--- config.mk ---
export PLATFORM = sky130hd
export DESIGN_NAME = infer_sequencer
export DESIGN_NICKNAME = d
export VERILOG_FILES = /design/src/rtl/infer_pkg.sv /design/src/rtl/infer_watchdog.sv /design/src/rtl/infer_sequencer.sv
export SDC_FILE = /design/constraint.sdc
export NUM_CORES = 1
export LEC_CHECK = 0
export ABC_AREA = 1
export CELL_PAD_IN_SITES_DETAIL_PLACEMENT = 1
export CELL_PAD_IN_SITES_GLOBAL_PLACEMENT = 2
export CORE_MARGIN = 2
export CORE_UTILIZATION = 37
export CTS_CLUSTER_DIAMETER = 60
export DETAILED_ROUTE_END_ITERATION = 10
export DONT_BUFFER_PORTS = 1
export GPL_TIMING_DRIVEN = 0
export PLACE_DENSITY_LB_ADDON = 0.15
export SYNTH_ARGS = -nofsm -noshare
export SYNTH_HDL_FRONTEND = slang
export SYNTH_SLANG_ARGS = --single-unit
--- constraint.sdc ---
create_clock -name clk -period 1.65 [get_ports clk]
set_input_delay 0.165 -clock clk [delete_from_list [all_inputs] [get_ports clk]]
set_output_delay 0.165 -clock clk [all_outputs]
set_load 0.02 [all_outputs]
--- src/rtl/infer_pkg.sv ---
// Shared definitions for the Braille inference run controller.
// Holds the FSM state encoding and the error codes reported on o_err.
package infer_pkg;

    typedef enum logic [2:0] {
        IDLE     = 3'd0,
        LOAD     = 3'd1,
        STREAM   = 3'd2,
        WAIT_CNN = 3'd3,
        DONE     = 3'd4,
        ERR      = 3'd5
    } state_t;

    localparam logic [1:0] ERR_NONE    = 2'd0;
    localparam logic [1:0] ERR_SEL     = 2'd1;
    localparam logic [1:0] ERR_SHORT   = 2'd2;
    localparam logic [1:0] ERR_TIMEOUT = 2'd3;

endpackage

--- src/rtl/infer_watchdog.sv ---
// Cycle watchdog: counts while enabled and flags expiry on reaching TIMEOUT-1.
// Clear has priority over counting; the count saturates at the limit.
module infer_watchdog #(
    parameter int TIMEOUT = 4096,
    parameter int WIDTH   = $clog2(TIMEOUT + 1)
) (
    input  logic clk,
    input  logic reset_n,
    input  logic clear,
    input  logic enable,
    output logic expire
);

    localparam logic [WIDTH-1:0] LIMIT = WIDTH'(TIMEOUT - 1);

    logic [WIDTH-1:0] count;

    always_ff @(posedge clk or negedge reset_n) begin
        if (!reset_n) begin
            count <= '0;
        end else if (clear) begin
            count <= '0;
        end else if (enable && count != LIMIT) begin
            count <= count + WIDTH'(1);
        end
    end

    assign expire = enable && (count == LIMIT);

endmodule

--- src/rtl/infer_sequencer.sv ---
// Run controller for the Braille inference path: start handshake to the feeder,
// pixel counting, CNN result capture and error reporting.
module infer_sequencer
    import infer_pkg::*;
#(
    parameter int TOTAL_PIXELS = 784,
    parameter int NUM_IMG      = 12,
    parameter int SEL_BW       = 4,
    parameter int CLS_BW       = 4,
    parameter int TIMEOUT      = 4096
) (
    input  logic              clk,
    input  logic              reset_n,
    input  logic              i_start,
    input  logic [SEL_BW-1:0] i_sel,
    input  logic              i_feed_valid,
    input  logic              i_cnn_done,
    input  logic [CLS_BW-1:0] i_cnn_class,
    output logic              o_feed_start,
    output logic [SEL_BW-1:0] o_feed_sel,
    output logic [CLS_BW-1:0] o_class,
    output logic              o_result_valid,
    output logic              o_busy,
    output logic [1:0]        o_err
);

    localparam int PIX_BW = $clog2(TOTAL_PIXELS + 1);
    localparam int WD_BW  = $clog2(TOTAL_PIXELS + TIMEOUT + 1);

    localparam logic [PIX_BW-1:0] PIX_LAST  = PIX_BW'(TOTAL_PIXELS - 1);
    localparam logic [PIX_BW-1:0] PIX_FULL  = PIX_BW'(TOTAL_PIXELS);
    localparam logic [SEL_BW:0]   NUM_IMG_W = (SEL_BW + 1)'(NUM_IMG);

    state_t            state;
    logic              start_prev;
    logic              valid_prev;
    logic [PIX_BW-1:0] pix_cnt;

    logic start_edge;
    logic can_start;
    logic sel_bad;
    logic pix_inc;
    logic last_pixel;
    logic valid_fall;
    logic wd_clear;
    logic wd_enable;
    logic wd_expire;

    assign start_edge = i_start & ~start_prev;
    assign can_start  = (state == IDLE) || (state == DONE) || (state == ERR);
    assign sel_bad    = {1'b0, i_sel} >= NUM_IMG_W;
    assign pix_inc    = (state == STREAM) && i_feed_valid && (pix_cnt != PIX_FULL);
    assign last_pixel = (state == STREAM) && i_feed_valid && (pix_cnt == PIX_LAST);
    assign valid_fall = valid_prev & ~i_feed_valid;

    // Held clear outside the counting states, so every state entry starts from zero.
    assign wd_enable = (state == STREAM) || (state == WAIT_CNN);
    assign wd_clear  = !wd_enable || last_pixel;

    infer_watchdog #(
        .TIMEOUT(TIMEOUT),
        .WIDTH  (WD_BW)
    ) u_watchdog (
        .clk    (clk),
        .reset_n(reset_n),
        .clear  (wd_clear),
        .enable (wd_enable),
        .expire (wd_expire)
    );

    always_ff @(posedge clk or negedge reset_n) begin
        if (!reset_n) begin
            start_prev <= 1'b0;
            valid_prev <= 1'b0;
        end else begin
            start_prev <= i_start;
            valid_prev <= i_feed_valid;
        end
    end

    always_ff @(posedge clk or negedge reset_n) begin
        if (!reset_n) begin
            pix_cnt <= '0;
        end else if (state == LOAD) begin
            pix_cnt <= '0;
        end else if (pix_inc) begin
            pix_cnt <= pix_cnt + PIX_BW'(1);
        end
    end

    // Outputs are set on the transition so they line up with the state they describe.
    always_ff @(posedge clk or negedge reset_n) begin
        if (!reset_n) begin
            state          <= IDLE;
            o_feed_start   <= 1'b0;
            o_feed_sel     <= '0;
            o_class        <= '0;
            o_result_valid <= 1'b0;
            o_busy         <= 1'b0;
            o_err          <= ERR_NONE;
        end else begin
            o_feed_start   <= 1'b0;
            o_result_valid <= 1'b0;
            case (state)
                IDLE, DONE, ERR: begin
                    if (can_start && start_edge) begin
                        o_feed_sel <= i_sel;
                        if (sel_bad) begin
                            state  <= ERR;
                            o_err  <= ERR_SEL;
                            o_busy <= 1'b0;
                        end else begin
                            state        <= LOAD;
                            o_err        <= ERR_NONE;
                            o_feed_start <= 1'b1;
                            o_busy       <= 1'b1;
                        end
                    end else if (state == DONE) begin
                        state  <= IDLE;
                        o_busy <= 1'b0;
                    end
                end
                LOAD: begin
                    state  <= STREAM;
                    o_busy <= 1'b1;
                end
                STREAM: begin
                    // Completing the image outranks both a short-stream fall and timeout.
                    if (last_pixel) begin
                        state <= WAIT_CNN;
                    end else if (valid_fall) begin
                        state  <= ERR;
                        o_err  <= ERR_SHORT;
                        o_busy <= 1'b0;
                    end else if (wd_expire) begin
                        state  <= ERR;
                        o_err  <= ERR_TIMEOUT;
                        o_busy <= 1'b0;
                    end
                end
                WAIT_CNN: begin
                    if (i_cnn_done) begin
                        state          <= DONE;
                        o_class        <= i_cnn_class;
                        o_result_valid <= 1'b1;
                        o_busy         <= 1'b0;
                    end else if (wd_expire) begin
                        state  <= ERR;
                        o_err  <= ERR_TIMEOUT;
                        o_busy <= 1'b0;
                    end
                end
                default: begin
                    state  <= IDLE;
                    o_busy <= 1'b0;
                end
            endcase
        end
    end

endmodule

==> impl_metrics.toml <==
[outcome]
outcome = "completed"

[worst_setup_path]
r2r_start = "pix_cnt[1]$_DFFE_PN0P_"
worstSetupEndpointType = "flip-flop"
worstSetupPathType = "flip-flop to flip-flop"
reg2regPathDepth = 10
regToRegSetupSlack_ns = 0.05
critPathArrivalTime_ns = 1.78
timing.rr.end = "u_watchdog.count[10]$_DFFE_PN0P_"
cp-start-kind = "flip-flop"
critical_path.max_fanout = 10
cp.required_ns = 1.84

[logic_synthesis]
netlist_instances = 282
yosysUniqueCellTypes = 32
synth-simple-area-share = 0.3447
ys_seq_area_frac = 0.4444
synth_top_family_by_area = "simple AND/OR/NAND/NOR gates"
syn_nets = 298
yosysWarnings = 0
synth-main-ff-cell = "dfrtp_1"
syn_area_sq_um = 2308
syn_area_per_cell_sq_um = 8.186
ys_ff_latch = 41
synth_edf_count = 0
synthXorXnorAreaFrac = 0.03794
synthAdderAreaFrac = 0.01626
synth.area.mux_share = 0
synthArstFlopShare = 1.000
synth_compound_area_frac = 0.08889

[routing]
wl_microns = 5821
wl_per_cell_microns = 14.77
via_per_inst = 4.957
vias = 1953
drt_iter0_drc = 54
drtAntennaViolNets = 0
drc = 0
drt_pre_antenna_iters = 4

[pwr]
total_power_mw = 3.555
power.density_nw_per_um2 = 1245
power_leakage_nw = 1.361
vdd_drop_max_mv = 0.7967

[global_route]
grt_max_degree = 42
grt_pass1_wl_microns = 9839
grt_pass1_vias = 2128
antenna_found_initial = 0
track_usage = 0.1735
grt_overflow = 0

[hold_path]
min_path_type = "input pin to flip-flop"
whs_path_depth = 2
hold_path_end = "o_feed_start$_DFF_PN0_"
hp-start = "i_start"

[die]
die_area_sq_um = 6887
num_rows = 28
initial_core_util = 0.3853
core_area_sq_um = 5991
die_x_microns = 82.99
ioPinCount = 26
fp.dieH_microns = 82.99

[sta]
fin_crit_ns = 1.596
slew_viol_final = 0
skew_ns = 0.009841
hold_violations = 0
fin_setup_tns_ns = 0
max_slew.worst_pin.slew_ns = 0.3908
finalSetupViolCount = 0
relSlewSlack = 0.7379
period_share = 0.9670
worst_slack_ns = 0.05449
fmax_mhz = 626.8

[layout]
n_antenna_cell = 0
final_common_cell = "nand2_1"
final_nets = 334
drive_gt1_frac = 0.2382
syn_to_final_growth_pct = 23.69
final_cell_mix = "83 x nand2_1, 39 x dfrtp_1, 25 x inv_1"

[placement]
gp_congestion = 0.7409
io_buffers = 0
hpwl_microns = 3902
place_ws_ns = -0.06773

[job]
drv_cap = 0

[clock_tree]
clk_pin_slew_ns = 0.09
clock_path_buffers = 2
cts-root-buf = "clkbuf_8"
insertion_delay_ns = 0.30
htreeDepth = 2
cts_made_buffers = 5
clock-sinks = 41
cts_tree = "built"
## state kept, by name, indices dropped and copies added, names as in the netlist
name / cells
o_busy: 1
o_feed_start: 1
o_class: 4
pix_cnt: 10
u_watchdog.count: 13
o_result_valid: 1
o_feed_sel: 4
state: 3
valid_prev: 1
start_prev: 1
o_err: 2
## Yosys cell counts (4+ instances only)
master / instances / area (sq um)
o21ai_1: 4 / 20.02
nand2_1: 85 / 319.1
nor3_1: 8 / 40.04
nor2_2: 4 / 25.02
nand3_1: 18 / 90.09
o21ai_0: 12 / 60.06
inv_2: 6 / 22.52
inv_1: 26 / 97.59
dfrtp_1: 41 / 1026
nand4_1: 8 / 50.05
xor2_1: 7 / 61.31
nor2_1: 19 / 71.32
o21ai_2: 10 / 87.58
## power breakdown
| group | switching [mW] | internal (mW) |
|---|---|---|
| Combinational | 0.696 | 0.478 |
| Sequential | 0.333 | 1.21 |
| Clock | 0.383 | 0.453 |
## how the worst max path moves through the flow
stage / from / endpoint / slack [ns] / cells past startpoint
after detailed placement: u_watchdog.count[0]$_DFFE_PN0P_ / state[1]$_DFFE_PN0P_ / -0.07 / 8
after CTS: pix_cnt[0]$_DFFE_PN0P_ / pix_cnt[1]$_DFFE_PN0P_ / 0.01 / 8
after global placement: u_watchdog.count[0]$_DFFE_PN0P_ / state[1]$_DFFE_PN0P_ / -0.07 / 8
after global routing: pix_cnt[1]$_DFFE_PN0P_ / u_watchdog.count[7]$_DFFE_PN0P_ / -0.03 / 10
after floorplan: pix_cnt[0]$_DFFE_PN0P_ / u_watchdog.count[10]$_DFFE_PN0P_ / 0.19 / 9
final: pix_cnt[1]$_DFFE_PN0P_ / u_watchdog.count[10]$_DFFE_PN0P_ / 0.05 / 10
## timing repair
item,in CTS,in global routing
cloned,0,1
pin swaps,1,5
resized for setup,3,21
endpoints found under the hold margin,51,0
hold buffers,12,0
setup endpoints to repair,20,26
buffers inserted,3,13
## worst max-delay path: stages (launching register included)
cell and delay, ns:
dfrtp_1 0.38, buf_4 0.13, ha_4 0.14, nand2_4 0.07, nor2_4 0.15, nand3_4 0.11, nor2_8 0.16, nor2_4 0.07
inv_4 0.07, buf_12 0.14, o21ai_2 0.06
## cell type report
cell class / instances / area [sq um]
fill: 720 / 3136
multi-input combinational: 206 / 1206
buffer: 2 / 25.02
tap: 75 / 93.84
inverter: 34 / 132.6
clock buffer: 5 / 68.82
sequential: 41 / 1028
clock inverter: 3 / 46.29
timing repair buffer: 28 / 254.0
## metal layers
layer | global-route usage | vias up | share of wire
met4 | 0.04024 | 0 | 0.010
li1 | - | 979 | -
met2 | 0.3028 | 20 | 0.51
met1 | 0.2187 | 949 | 0.46
met5 | 0 | - | 0
met3 | 0.03877 | 5 | 0.021
## kinds of logic after synthesis
kind of cell               count (synthesis)
xor gates and xnor gates                  10
adders and majority gates                  3
buffers and inverters                     36
DFF                                       41
AOI/OAI and AO/OA                         32
and+or+nand+nor                          160
## through the flow
stage	std cells	hold slack [ns]	area (sq um)	utilization
floorplan	282	-0.1306	2308	-
global placement	357	-0.1294	2402	0.4010
detailed placement	357	-0.1293	2402	0.4010
CTS	380	0.1014	2679	0.4472
global route	394	0.09705	2855	0.4766
finish	394	0.09156	2855	0.4766
No activity file was read; power rests on OpenSTA's default activity.
